===== src/rtl/reg_hazard_pkg.sv =====
// Shared definitions for the ID-stage hazard unit: register numbers,
// forwarding-select encodings and the per-stage destination record.
package reg_hazard_pkg;

    localparam int CNT_W = 8;

    localparam logic [5:0] REG_ZERO = 6'd0;
    localparam logic [5:0] REG_V0   = 6'd2;
    localparam logic [5:0] REG_A0   = 6'd4;
    localparam logic [5:0] REG_RA   = 6'd31;
    localparam logic [5:0] REG_HILO = 6'd33;

    localparam logic [1:0] FWD_RF  = 2'b00;
    localparam logic [1:0] FWD_EX  = 2'b01;
    localparam logic [1:0] FWD_MEM = 2'b10;
    localparam logic [1:0] FWD_WB  = 2'b11;

    typedef struct packed {
        logic       valid;
        logic [5:0] dest;
        logic       is_load;
    } stage_t;

    localparam stage_t STAGE_EMPTY = '{valid: 1'b0, dest: 6'd0, is_load: 1'b0};

    // Register 0 is hardwired, so a stage writing it never supplies an operand.
    function automatic logic stage_match(input stage_t s, input logic [5:0] r);
        return s.valid && (r != REG_ZERO) && (s.dest == r);
    endfunction

endpackage


===== src/rtl/reg_hazard_unit_hilo_busy_counter.sv =====
// Down-counter that holds HI/LO busy while a MULTU/DIVU is in flight.
module hilo_busy_counter
    import reg_hazard_pkg::*;
(
    input  logic             clk,
    input  logic             rst_n,
    input  logic             i_load_en,
    input  logic [CNT_W-1:0] i_load_val,
    output logic             o_busy
);

    logic [CNT_W-1:0] r_count;

    // A new load overrides the decrement on the same edge; zero is sticky.
    always_ff @(posedge clk or negedge rst_n) begin
        if (!rst_n) begin
            r_count <= '0;
        end else if (i_load_en) begin
            r_count <= i_load_val;
        end else if (r_count != '0) begin
            r_count <= r_count - 1'b1;
        end
    end

    assign o_busy = (r_count != '0);

endmodule


===== src/rtl/reg_hazard_unit.sv =====
// ID-stage hazard unit: tracks EX/MEM/WB destinations, selects operand
// forwarding sources and stalls on load-use and HI/LO-busy hazards.
module reg_hazard_unit
    import reg_hazard_pkg::*;
#(
    parameter int MUL_LAT = 4,
    parameter int DIV_LAT = 16
) (
    input  logic       clk,
    input  logic       rst_n,
    input  logic       id_valid,
    input  logic [5:0] id_rr1,
    input  logic [5:0] id_rr2,
    input  logic [5:0] id_wr,
    input  logic       id_is_load,
    input  logic       id_is_mul,
    input  logic       id_is_div,
    input  logic       flush,
    output logic       stall,
    output logic [1:0] fwd1,
    output logic [1:0] fwd2,
    output logic       hilo_busy
);

    stage_t r_ex, r_mem, r_wb;

    logic             w_issue;
    logic             w_load_use;
    logic             w_hilo_haz;
    logic             w_hilo_busy;
    logic             w_hilo_load;
    logic [CNT_W-1:0] w_hilo_val;

    // An instruction leaves ID (id_valid, not stalled, not flushed) exactly
    // when it is written into EX; otherwise EX receives a bubble.
    assign w_issue = id_valid && !stall && !flush;

    assign w_load_use =
        (r_ex.is_load  && (stage_match(r_ex,  id_rr1) || stage_match(r_ex,  id_rr2))) ||
        (r_mem.is_load && (stage_match(r_mem, id_rr1) || stage_match(r_mem, id_rr2)));

    assign w_hilo_haz = w_hilo_busy &&
        ((id_rr1 == REG_HILO) || (id_rr2 == REG_HILO) || id_is_mul || id_is_div);

    assign stall = !flush && id_valid && (w_load_use || w_hilo_haz);

    function automatic logic [1:0] fwd_sel(input logic [5:0] r);
        if (stage_match(r_ex, r))       return FWD_EX;
        else if (stage_match(r_mem, r)) return FWD_MEM;
        else if (stage_match(r_wb, r))  return FWD_WB;
        else                            return FWD_RF;
    endfunction

    always_comb begin
        fwd1 = FWD_RF;
        fwd2 = FWD_RF;
        if (id_valid) begin
            fwd1 = fwd_sel(id_rr1);
            fwd2 = fwd_sel(id_rr2);
        end
    end

    always_ff @(posedge clk or negedge rst_n) begin
        if (!rst_n) begin
            r_ex  <= STAGE_EMPTY;
            r_mem <= STAGE_EMPTY;
            r_wb  <= STAGE_EMPTY;
        end else begin
            r_mem <= r_ex;
            r_wb  <= r_mem;
            if (w_issue) begin
                r_ex <= '{valid: 1'b1, dest: id_wr, is_load: id_is_load};
            end else begin
                r_ex <= STAGE_EMPTY;
            end
        end
    end

    assign w_hilo_load = w_issue && (id_is_mul || id_is_div);
    assign w_hilo_val  = id_is_div ? CNT_W'(DIV_LAT) : CNT_W'(MUL_LAT);

    hilo_busy_counter u_hilo_busy_counter (
        .clk        (clk),
        .rst_n      (rst_n),
        .i_load_en  (w_hilo_load),
        .i_load_val (w_hilo_val),
        .o_busy     (w_hilo_busy)
    );

    assign hilo_busy = w_hilo_busy;

endmodule


===== config.mk =====
export PLATFORM = sky130hd
export DESIGN_NAME = reg_hazard_unit
export DESIGN_NICKNAME = d
export VERILOG_FILES = /design/src/rtl/reg_hazard_pkg.sv /design/src/rtl/reg_hazard_unit_hilo_busy_counter.sv /design/src/rtl/reg_hazard_unit.sv
export SDC_FILE = /design/constraint.sdc
export NUM_CORES = 1
export LEC_CHECK = 0
export CAP_MARGIN = 20
export CELL_PAD_IN_SITES_DETAIL_PLACEMENT = 0
export CELL_PAD_IN_SITES_GLOBAL_PLACEMENT = 1
export CORE_AREA = 8 8 85 106
export CTS_CLUSTER_DIAMETER = 30
export DETAILED_ROUTE_END_ITERATION = 10
export DIE_AREA = 0 0 93 114
export PLACE_DENSITY = 0.63
export SETUP_SLACK_MARGIN = 0.1
export SYNTH_ARGS = -nofsm -noshare
export SYNTH_HDL_FRONTEND = slang
export SYNTH_SLANG_ARGS = --single-unit

===== constraint.sdc =====
create_clock -name clk -period 2.6 [get_ports clk]
set_input_delay 0.39 -clock clk [delete_from_list [all_inputs] [get_ports clk]]
set_output_delay 0.39 -clock clk [all_outputs]
set_load 0.01 [all_outputs]

==> results.yml, run 1 <==
logic_synthesis:
  synth_warnings: 0
  netlist_area_sq_um: 1790
  syn_inst: 173
  yosys.area.top_type: "dfrtp_1"
  ys_seq_area_share_pct: 43.33
  syn_area_per_cell_sq_um: 10.35
  ys_ff_latch: 31
  synthTopCellsByArea: "dfrtp_1 43%, xnor2_1 11%, xor2_1 9.3%"
  synth_nets: 200
  yosysTopAreaCellShare_pct: 43.33
  synthDistinctLibCells: 41
clock_tree:
  h-tree-depth: 2
  root_buffer: "clkbuf_8"
  cts_hold_buf: 0
  clk_pin_slew_ns: 0.07
  cts_buffers: 5
  clockBufferDepth: 2
  cts_tree: "built"
  cts.sinks: 31
  clk_latency_ns: 0.29
sta:
  fin_tns_setup_ns: 0
  worst_pin_slew_ns: 0.4088
  max_freq_mhz: 397.0
  finalCritPeriodShare_pct: 96.87
  fin_crit_ns: 2.519
  setup-violations-final: 0
  hold_violations: 0
  timing.slew.headroom_pct: 72.74
  rsz0062_at_grt: "yes"
  slew_violations: 0
  fin_skew_ns: 0.005661
worst_setup_path:
  cp_max_fo: 3
  reg2reg_from: "u_hilo_busy_counter.r_count[3]"
  worst_setup_path_start_kind: "input port"
  worst_ep_required_time_ns: 2.21
  crit_path_end: "stall"
  r2r_cells: 7
  endpoint_kind: "output port"
  critPathKind: "in2out"
  critPathLaunch: "id_rr2[4]"
  r2r-end: "u_hilo_busy_counter.r_count[1]"
  r2r_slack_ns: 0.45
  cp.arrival_ns: 2.13
floorplan:
  fp.dieArea_sq_um: 10600
  rows: 35
  initial_utilization_pct: 24.63
  die_height_microns: 114
  fp.dieW_microns: 93
  io_pins: 31
  core_sq_um: 7269
final_layout:
  final_cells: 334
  area_delta_synth_final_pct: 43.89
  multi_input_area_sq_um: 993.5
  ff_latch_area_sq_um: 775.7
  drive_above_1_share_pct: 29.46
  nFillCells: 786
  nets: 267
outcome:
  status: "finished clean"
run:
  cap_viol_max_count: 0
routing:
  viasPerCell: 4.485
  final_antenna_net_count: 0
  vias: 1498
  route.detailed.drc: 0
  drtIter0Drc: 39
  routedWlPerCell_microns: 14.38
  drt-total-wl_microns: 4804
  dr.pass1.iters: 4
grt:
  grt.overflow.total: 0
  grt_pass1_vias: 1591
  grt_first_pass_wirelength_microns: 7866
  grt.total_usage_pct: 9.585
  grt_start_max_net_pins: 32
  antenna_found_initial: 1
power:
  leakagePower_nw: 1.106
  ir_worst_vdd_mv: 0.1983
  power_density_nw_per_um2: 621.1
placement:
  numPortBuffers: 30
  place_congestion: 0.7623
  dpl.hpwl_microns: 3801
  dpl.cell_count: 323
hold_path:
  hold_class: "reg2reg"
==> flip-flops by register name, indices dropped and copies added (netlist names) <==
signal                       cells
r_mem                            8
r_ex                             8
u_hilo_busy_counter.r_count      8
r_wb                             7
==> cells in the mapped netlist (all sizes together) <==
library cell and number:
nand2 20, o31a 2, nor4b 2, nand3 5, a21boi 2, clkbuf 5, o31ai 2, a21oi 1
a31oi 1, buf 2, o311ai 1, ha 2, inv 5, o21a 1, dfrtp 31, nor2b 1
and2 1, nand4 4, o211a 1, nor3 10, nand4b 1, nor4 6, or4 3, xor2 19
a311o 1, nand3b 1, o21ai 6, a2111o 1, or3 2, mux2 1, xnor2 22, nor2 10
or3b 1
==> stage by stage <==
stage	setup slack, ns	util (%)	instance area [sq um]	hold WS (ns)	total power [mW]
floorplan	0.2400	-	1790	0.09441	0.9296
global placement	-0.5310	33.48	2434	0.3994	1.116
detailed placement	-0.5481	33.48	2434	0.3900	1.124
CTS	0.06675	35.23	2561	0.4074	1.622
global route	0.008787	35.44	2576	0.4213	1.703
finish	0.08126	35.44	2576	0.4138	1.600
==> what timing repair did <==
item,4_1_cts,5_1_grt
endpoints found under the hold margin,0,0
pin swaps,7,6
gates resized for setup,46,3
buffers inserted,2,0
cloned,0,0
setup endpoints to repair,6,4
==> cells in the final DEF (no fill, tap or decap), drive strengths merged, types with 2 or more instances in the layout <==
cell type      synthesis  final
nor2                  10     10
xor2                  19     19
nand2                 20     20
o31ai                  2      2
inv                    5      5
nand4                  4      4
dlygate4sd2            0     11
nor3                  10     10
dfrtp                 31     31
or4                    3      3
o31a                   2      2
nor4b                  2      2
a21boi                 2      2
nand3                  5      5
xnor2                 22     22
buf                    2     42
clkdlybuf4s50          0     12
nor4                   6      6
ha                     2      2
clkdlybuf4s15          0      2
o21ai                  6      6
clkbuf                 5      6
or3                    2      2
==> worst max-delay path, cell delays in order <==
cell and delay [ns]:
dlygate4sd2_1 0.27, or4_4 0.45, or3_4 0.41, nand4b_1 0.15
o311ai_4 0.12, o21a_1 0.21, buf_6 0.13
==> routing by layer <==
metal	share of wire (%)	track usage, %	vias up	routed length, microns
met4	2.1	5.388	0	103
met1	42	10.93	725	2025
met5	0	0	-	0
met3	5.3	2.760	8	253
li1	-	-	735	-
met2	50	15.61	30	2421
==> cell families (layout without fill, tap and decap cells) <==
group	Yosys count	after routing	synth area share, %
buffers and inverters	12	80	3.004
adders and majority gates	2	2	1.397
muxes	1	1	0.6289
DFF	31	31	43.33
AOI/OAI and AO/OA	19	19	10.90
other	0	1	0
xor gates and xnor gates	41	41	20.06
and+or+nand+nor	67	67	20.69
==> cell type report <==
type                            count  area share, %
Multi-Input combinational cell    130          38.56
Clock buffer                        6          3.205
Timing Repair Buffer               67          21.47
Tap cell                           92          4.468
Clock inverter                      2          1.360
Antenna cell                        1        0.09713
Inverter                            5         0.7285
Sequential cell                    31          30.11
==> where the power goes <==
group / internal (mW) / switching [mW] / leakage [nW]
clock network: 0.310 / 0.186 / 0.0612
registers: 0.556 / 0.0619 / 0.414
logic: 0.264 / 0.223 / 0.632
total: 1.13 / 0.470 / 1.11
==> worst min path at each step <==
| stage | to | cells past startpoint | from |
|---|---|---|---|
| floorplan | r_ex[0] | 0 | rst_n |
| global placement | r_mem[0] | 0 | r_ex[0] |
| detailed placement | r_mem[0] | 0 | r_ex[0] |
| CTS | r_mem[0] | 0 | r_ex[0] |
| global route | r_mem[0] | 0 | r_ex[0] |
| finish | r_mem[0] | 0 | r_ex[0] |
No activity file was read; power rests on OpenSTA's default activity.
==> run 2, diff against run 1 <==
--- a/config.mk
+++ b/config.mk
@@ -8,11 +8,11 @@
 export CAP_MARGIN = 20
 export CELL_PAD_IN_SITES_DETAIL_PLACEMENT = 0
 export CELL_PAD_IN_SITES_GLOBAL_PLACEMENT = 1
-export CORE_AREA = 8 8 85 106
+export CORE_AREA = 8 8 69 85
 export CTS_CLUSTER_DIAMETER = 30
 export DETAILED_ROUTE_END_ITERATION = 10
-export DIE_AREA = 0 0 93 114
-export PLACE_DENSITY = 0.63
+export DIE_AREA = 0 0 77 93
+export PLACE_DENSITY = 0.88
 export SETUP_SLACK_MARGIN = 0.1
 export SYNTH_ARGS = -nofsm -noshare
 export SYNTH_HDL_FRONTEND = slang
==> results.yml, run 2 (synthesis gave the netlist of run 1 again) <==
outcome:
  status: "finished clean"
routing:
  viasPerCell: 4.957
  final_antenna_net_count: 0
  drt-total-wl_microns: 4405
  vias: 1487
  dr.pass1.iters: 4
  route.detailed.drc: 0
  drtIter0Drc: 48
  routedWlPerCell_microns: 14.68
sta:
  fin_skew_ns: 0.003790
  timing.slew.headroom_pct: 73.35
  hold_violations: 0
  slew_violations: 0
  worst_pin_slew_ns: 0.3997
  finalCritPeriodShare_pct: 97.54
  whs_ns: 0.4006
  final.setup.worst_slack_ns: 0.06405
  fin_tns_setup_ns: 0
  setup-violations-final: 0
  max_freq_mhz: 394.3
  fin_crit_ns: 2.536
  rsz0062_at_grt: "yes"
worst_setup_path:
  r2r_cells: 8
  endpoint_kind: "output port"
  worstPathCellList: "dlygate4sd2_1 -> or4_4 -> or3_4 -> nand4b_1 -> o311ai_4 -> o21a_1 -> buf_6"
  critPathBufInv: 2
  worst_setup_path_start_kind: "input port"
  critPathTopFamily: "simple AND/OR/NAND/NOR gates"
  cp_slowest_cell: "or4_4"
  critPathKind: "in2out"
  r2r-end: "u_hilo_busy_counter.r_count[0]"
  max_stage_delay_ns: 0.52
  cp.arrival_ns: 2.15
  worst_ep_required_time_ns: 2.21
  r2r_slack_ns: 0.32
  cp_max_fo: 3
  reg2reg_from: "u_hilo_busy_counter.r_count[3]"
placement:
  dpl.hpwl_microns: 3452
  numPortBuffers: 30
  place_congestion: 0.8692
  pre_cts_slack_ns: -0.5235
  dpl.cell_count: 287
  dpl_cell_area_sq_um: 2364
final_layout:
  stdcell_area_sq_um: 2531
  fin_util_pct: 54.73
  num_antenna_cells: 0
  final_cell_mix: "36 x buf_4, 31 x dfrtp_1, 22 x xnor2_1"
  ff_latch_area_sq_um: 775.7
  nFillCells: 437
  final_cells: 300
  nets: 266
  drive_above_1_share_pct: 27.92
  top_regs: "r_ex x8, r_mem x8, u_hilo_busy_counter.r_count x8"
  final_common_cell: "buf_4"
  multi_input_area_sq_um: 991.0
  area_delta_synth_final_pct: 41.37
clock_tree:
  h-tree-depth: 2
  root_buffer: "clkbuf_8"
  cts.sinks: 31
  clk_pin_slew_ns: 0.07
  cts_tree: "built"
  clk_latency_ns: 0.28
  clockBufferDepth: 2
  cts_buffers: 5
grt:
  grt_first_pass_wirelength_microns: 7486
  grt.total_usage_pct: 13.07
  grt.overflow.total: 0
  grt_pass1_vias: 1600
  grt_start_max_net_pins: 32
  antenna_found_initial: 0
power:
  leakagePower_nw: 1.106
  ir_worst_vdd_mv: 0.4522
  combinationalPowerShare_pct: 29.3
  finalPower_mw: 1.573
  power.share.clock_pct: 31.3
  power_density_nw_per_um2: 621.4
  p_int_mw: 1.121
  p_sw_uw: 452.2
  switching_share_pct: 28.75
  seq_power_share_pct: 39.4
floorplan:
  initial_utilization_pct: 38.72
  fp.dieW_microns: 77
  die_height_microns: 93
  fp.dieArea_sq_um: 7161
  rows: 28
  core_sq_um: 4624
  io_pins: 31
hold_path:
  whs_endpoint: "r_mem[0]"
  min-delay-start: "r_ex[0]"
  whs_path_depth: 0
  hold_class: "reg2reg"
run:
  cap_viol_max_count: 0
[run 2: what timing repair did]
action                                 CTS  global route
endpoints found under the hold margin    0             0
hold buffers                             0             0
setup buffers                            3             2
gates resized for setup                 36             5
setup endpoints to repair                6             4
pin swaps                                8             7
[run 2: power groups by stage]
stage / sequential, mW / combinational [mW] / clock, mW
floorplan: 0.625 / 0.305 / 0
global placement: 0.627 / 0.461 / 0
detailed placement: 0.629 / 0.464 / 0
CTS: 0.621 / 0.464 / 0.502
global route: 0.631 / 0.519 / 0.525
finish: 0.620 / 0.461 / 0.492
[run 2: area by class of cell]
class | count | share of cell area [%]
timing repair buffer | 66 | 21.85
sequential | 31 | 30.65
clock buffer | 6 | 3.262
multi-input combinational | 130 | 39.15
tap | 60 | 2.966
clock inverter | 2 | 1.384
inverter | 5 | 0.7415
[run 2: worst register-to-register path, delay by kind of cell, from the launching register on]
family | cells | cell delay, ns
AOI/OAI and AO/OA | 3 | 0.53
buffers and inverters | 3 | 0.42
DFF | 1 | 0.38
and+or+nand+nor | 2 | 0.84
[run 2: how the worst max path moves through the flow]
stage                              startpoint     to  slack [ns]  cells past startpoint
2_1_floorplan                       id_rr1[0]  stall        0.24                      7
3_3_place_gp                        id_rr2[2]  stall       -0.49                      7
3_5_place_dp                        id_rr2[2]  stall       -0.52                      7
4_1_cts                               r_ex[5]  stall        0.03                      8
5_1_grt        u_hilo_busy_counter.r_count[3]  stall       -0.02                      7
6_report                            id_rr2[2]  stall        0.06                      7
[run 2: per-layer routing]
metal | routed length [microns] | GRT usage, %
met1 | 1917 | 15.56
met2 | 2082 | 20.65
met3 | 255 | 3.551
met4 | 148 | 8.044
met5 | 0 | 0
==> run 3, diff against run 2 <==
--- a/config.mk
+++ b/config.mk
@@ -12,6 +12,7 @@
 export CTS_CLUSTER_DIAMETER = 30
 export DETAILED_ROUTE_END_ITERATION = 10
 export DIE_AREA = 0 0 77 93
+export MAX_ROUTING_LAYER = met4
 export PLACE_DENSITY = 0.88
 export SETUP_SLACK_MARGIN = 0.1
 export SYNTH_ARGS = -nofsm -noshare
==> results.yml, run 3 (synthesis gave the netlist of run 1 again) <==
clock_tree:
  cts_buffers: 5
  cts_hold_buf: 0
  h-tree-depth: 2
  clk_pin_slew_ns: 0.06
  cts.sinks: 31
  cts_tree: "built"
  clk_latency_ns: 0.27
  root_buffer: "clkbuf_8"
  clockBufferDepth: 2
routing:
  top_layer: "met4"
  dr.pass1.iters: 4
  drt-total-wl_microns: 4170
  drtIter0Drc: 59
  route.detailed.drc: 0
  met1_length_microns: 2004
  wl_met2_microns: 1990
  final_antenna_net_count: 0
  vias: 1442
  routedWlPerCell_microns: 13.99
  wl_met3_microns: 115
  viasPerCell: 4.839
final_layout:
  stdcell_area_sq_um: 2474
  ff_latch_area_sq_um: 777.0
  nets: 265
  multi_input_area_sq_um: 983.4
  num_antenna_cells: 0
  top_regs: "r_ex x8, r_mem x8, u_hilo_busy_counter.r_count x8"
  final_common_cell: "buf_4"
  area_delta_synth_final_pct: 38.16
  final_cell_mix: "35 x buf_4, 30 x dfrtp_1, 22 x xnor2_1"
  drive_above_1_share_pct: 27.31
  nFillCells: 461
worst_setup_path:
  worst_ep_required_time_ns: 2.21
  r2r-end: "r_ex[7]"
  worst_setup_path_start_kind: "input port"
  critPathKind: "in2out"
  cp_max_fo: 3
  critPathLaunch: "id_rr2[2]"
  crit_path_end: "stall"
  cp.arrival_ns: 2.12
  r2r_slack_ns: 0.43
  reg2reg_from: "u_hilo_busy_counter.r_count[5]"
  r2r_cells: 7
  endpoint_kind: "output port"
power:
  power.share.clock_pct: 25.4
  combinationalPowerShare_pct: 32.1
  power_density_nw_per_um2: 589.4
  p_sw_uw: 433.3
  seq_power_share_pct: 42.6
  ir_worst_vdd_mv: 0.3266
  p_int_mw: 1.025
  leakagePower_nw: 1.081
  switching_share_pct: 29.72
floorplan:
  io_pins: 31
  core_sq_um: 4624
  fp.dieW_microns: 77
  rows: 28
  initial_utilization_pct: 38.72
  die_height_microns: 93
  fp.dieArea_sq_um: 7161
sta:
  slew_violations: 0
  fin_skew_ns: 0.004564
  hold_violations: 0
  rsz0062_at_grt: "yes"
  whs_ns: 0.3885
  worst_pin_slew_ns: 0.3925
  finalCritPeriodShare_pct: 96.62
  setup-violations-final: 0
  fin_tns_setup_ns: 0
  timing.slew.headroom_pct: 73.83
  fin_crit_ns: 2.512
  max_freq_mhz: 398.1
grt:
  grt.overflow.total: 0
  grt_pass1_vias: 1515
  antenna_found_initial: 0
  grt_first_pass_wirelength_microns: 7148
  grt.total_usage_pct: 12.76
  grt_start_max_net_pins: 32
placement:
  numPortBuffers: 30
  dpl_cell_area_sq_um: 2364
  place_congestion: 0.8573
  dpl.hpwl_microns: 3397
hold_path:
  hold_class: "reg2reg"
outcome:
  status: "finished clean"
run:
  cap_viol_max_count: 0
run 3: through the flow:
stage	instances	utilization, %	setup WS (ns)	total power [mW]
after floorplan	173	-	0.2400	0.9296
after global placement	287	51.11	-0.4931	1.088
after detailed placement	287	51.11	-0.5262	1.093
after CTS	296	53.06	0.01428	1.463
after global routing	298	53.49	0.01079	1.552
final	298	53.49	0.08779	1.458
run 3: worst min-delay path by stage:
stage	from	endpoint	slack, ns	depth (start not counted)
5_1_grt	r_ex[0]	r_mem[0]	0.40	0
3_5_place_dp	r_ex[0]	r_mem[0]	0.37	0
6_report	r_ex[0]	r_mem[0]	0.39	0
2_1_floorplan	rst_n	r_ex[0]	0.09	0
4_1_cts	r_ex[0]	r_mem[0]	0.38	0
3_3_place_gp	r_ex[0]	r_mem[0]	0.38	0
run 3: layout make-up:
| type | count | share of cell area (%) |
|---|---|---|
| timing repair buffer | 65 | 21.50 |
| multi-input combinational | 130 | 39.76 |
| inverter | 5 | 0.7587 |
| clock inverter | 1 | 0.2023 |
| clock buffer | 6 | 3.338 |
| tap | 60 | 3.035 |
| sequential | 31 | 31.41 |
run 3: metal layers:
metal  GRT usage [%]  up-vias
met5               -        -
li1                -      723
met4           5.678        0
met1           16.29      685
met2           19.73       30
met3           1.823        4
run 3: critical path, cell delays in order:
cell	delay [ns]
dlygate4sd2_1	0.26
or4_4	0.54
or3_4	0.34
nand4b_1	0.15
o311ai_4	0.11
o21a_1	0.19
buf_2	0.14
run 3: timing repair:
| item | 4_1_cts | 5_1_grt |
|---|---|---|
| resized for setup | 35 | 2 |
| buffers inserted | 2 | 3 |
| setup endpoints to repair | 6 | 3 |
| pin swaps | 6 | 9 |
run 3: power by group through the flow:
| stage | sequential, mW | clock [mW] | combinational, mW |
|---|---|---|---|
| floorplan | 0.625 | 0 | 0.305 |
| global placement | 0.627 | 0 | 0.461 |
| detailed placement | 0.630 | 0 | 0.463 |
| CTS | 0.622 | 0.380 | 0.461 |
| global route | 0.629 | 0.396 | 0.527 |
| finish | 0.620 | 0.370 | 0.468 |
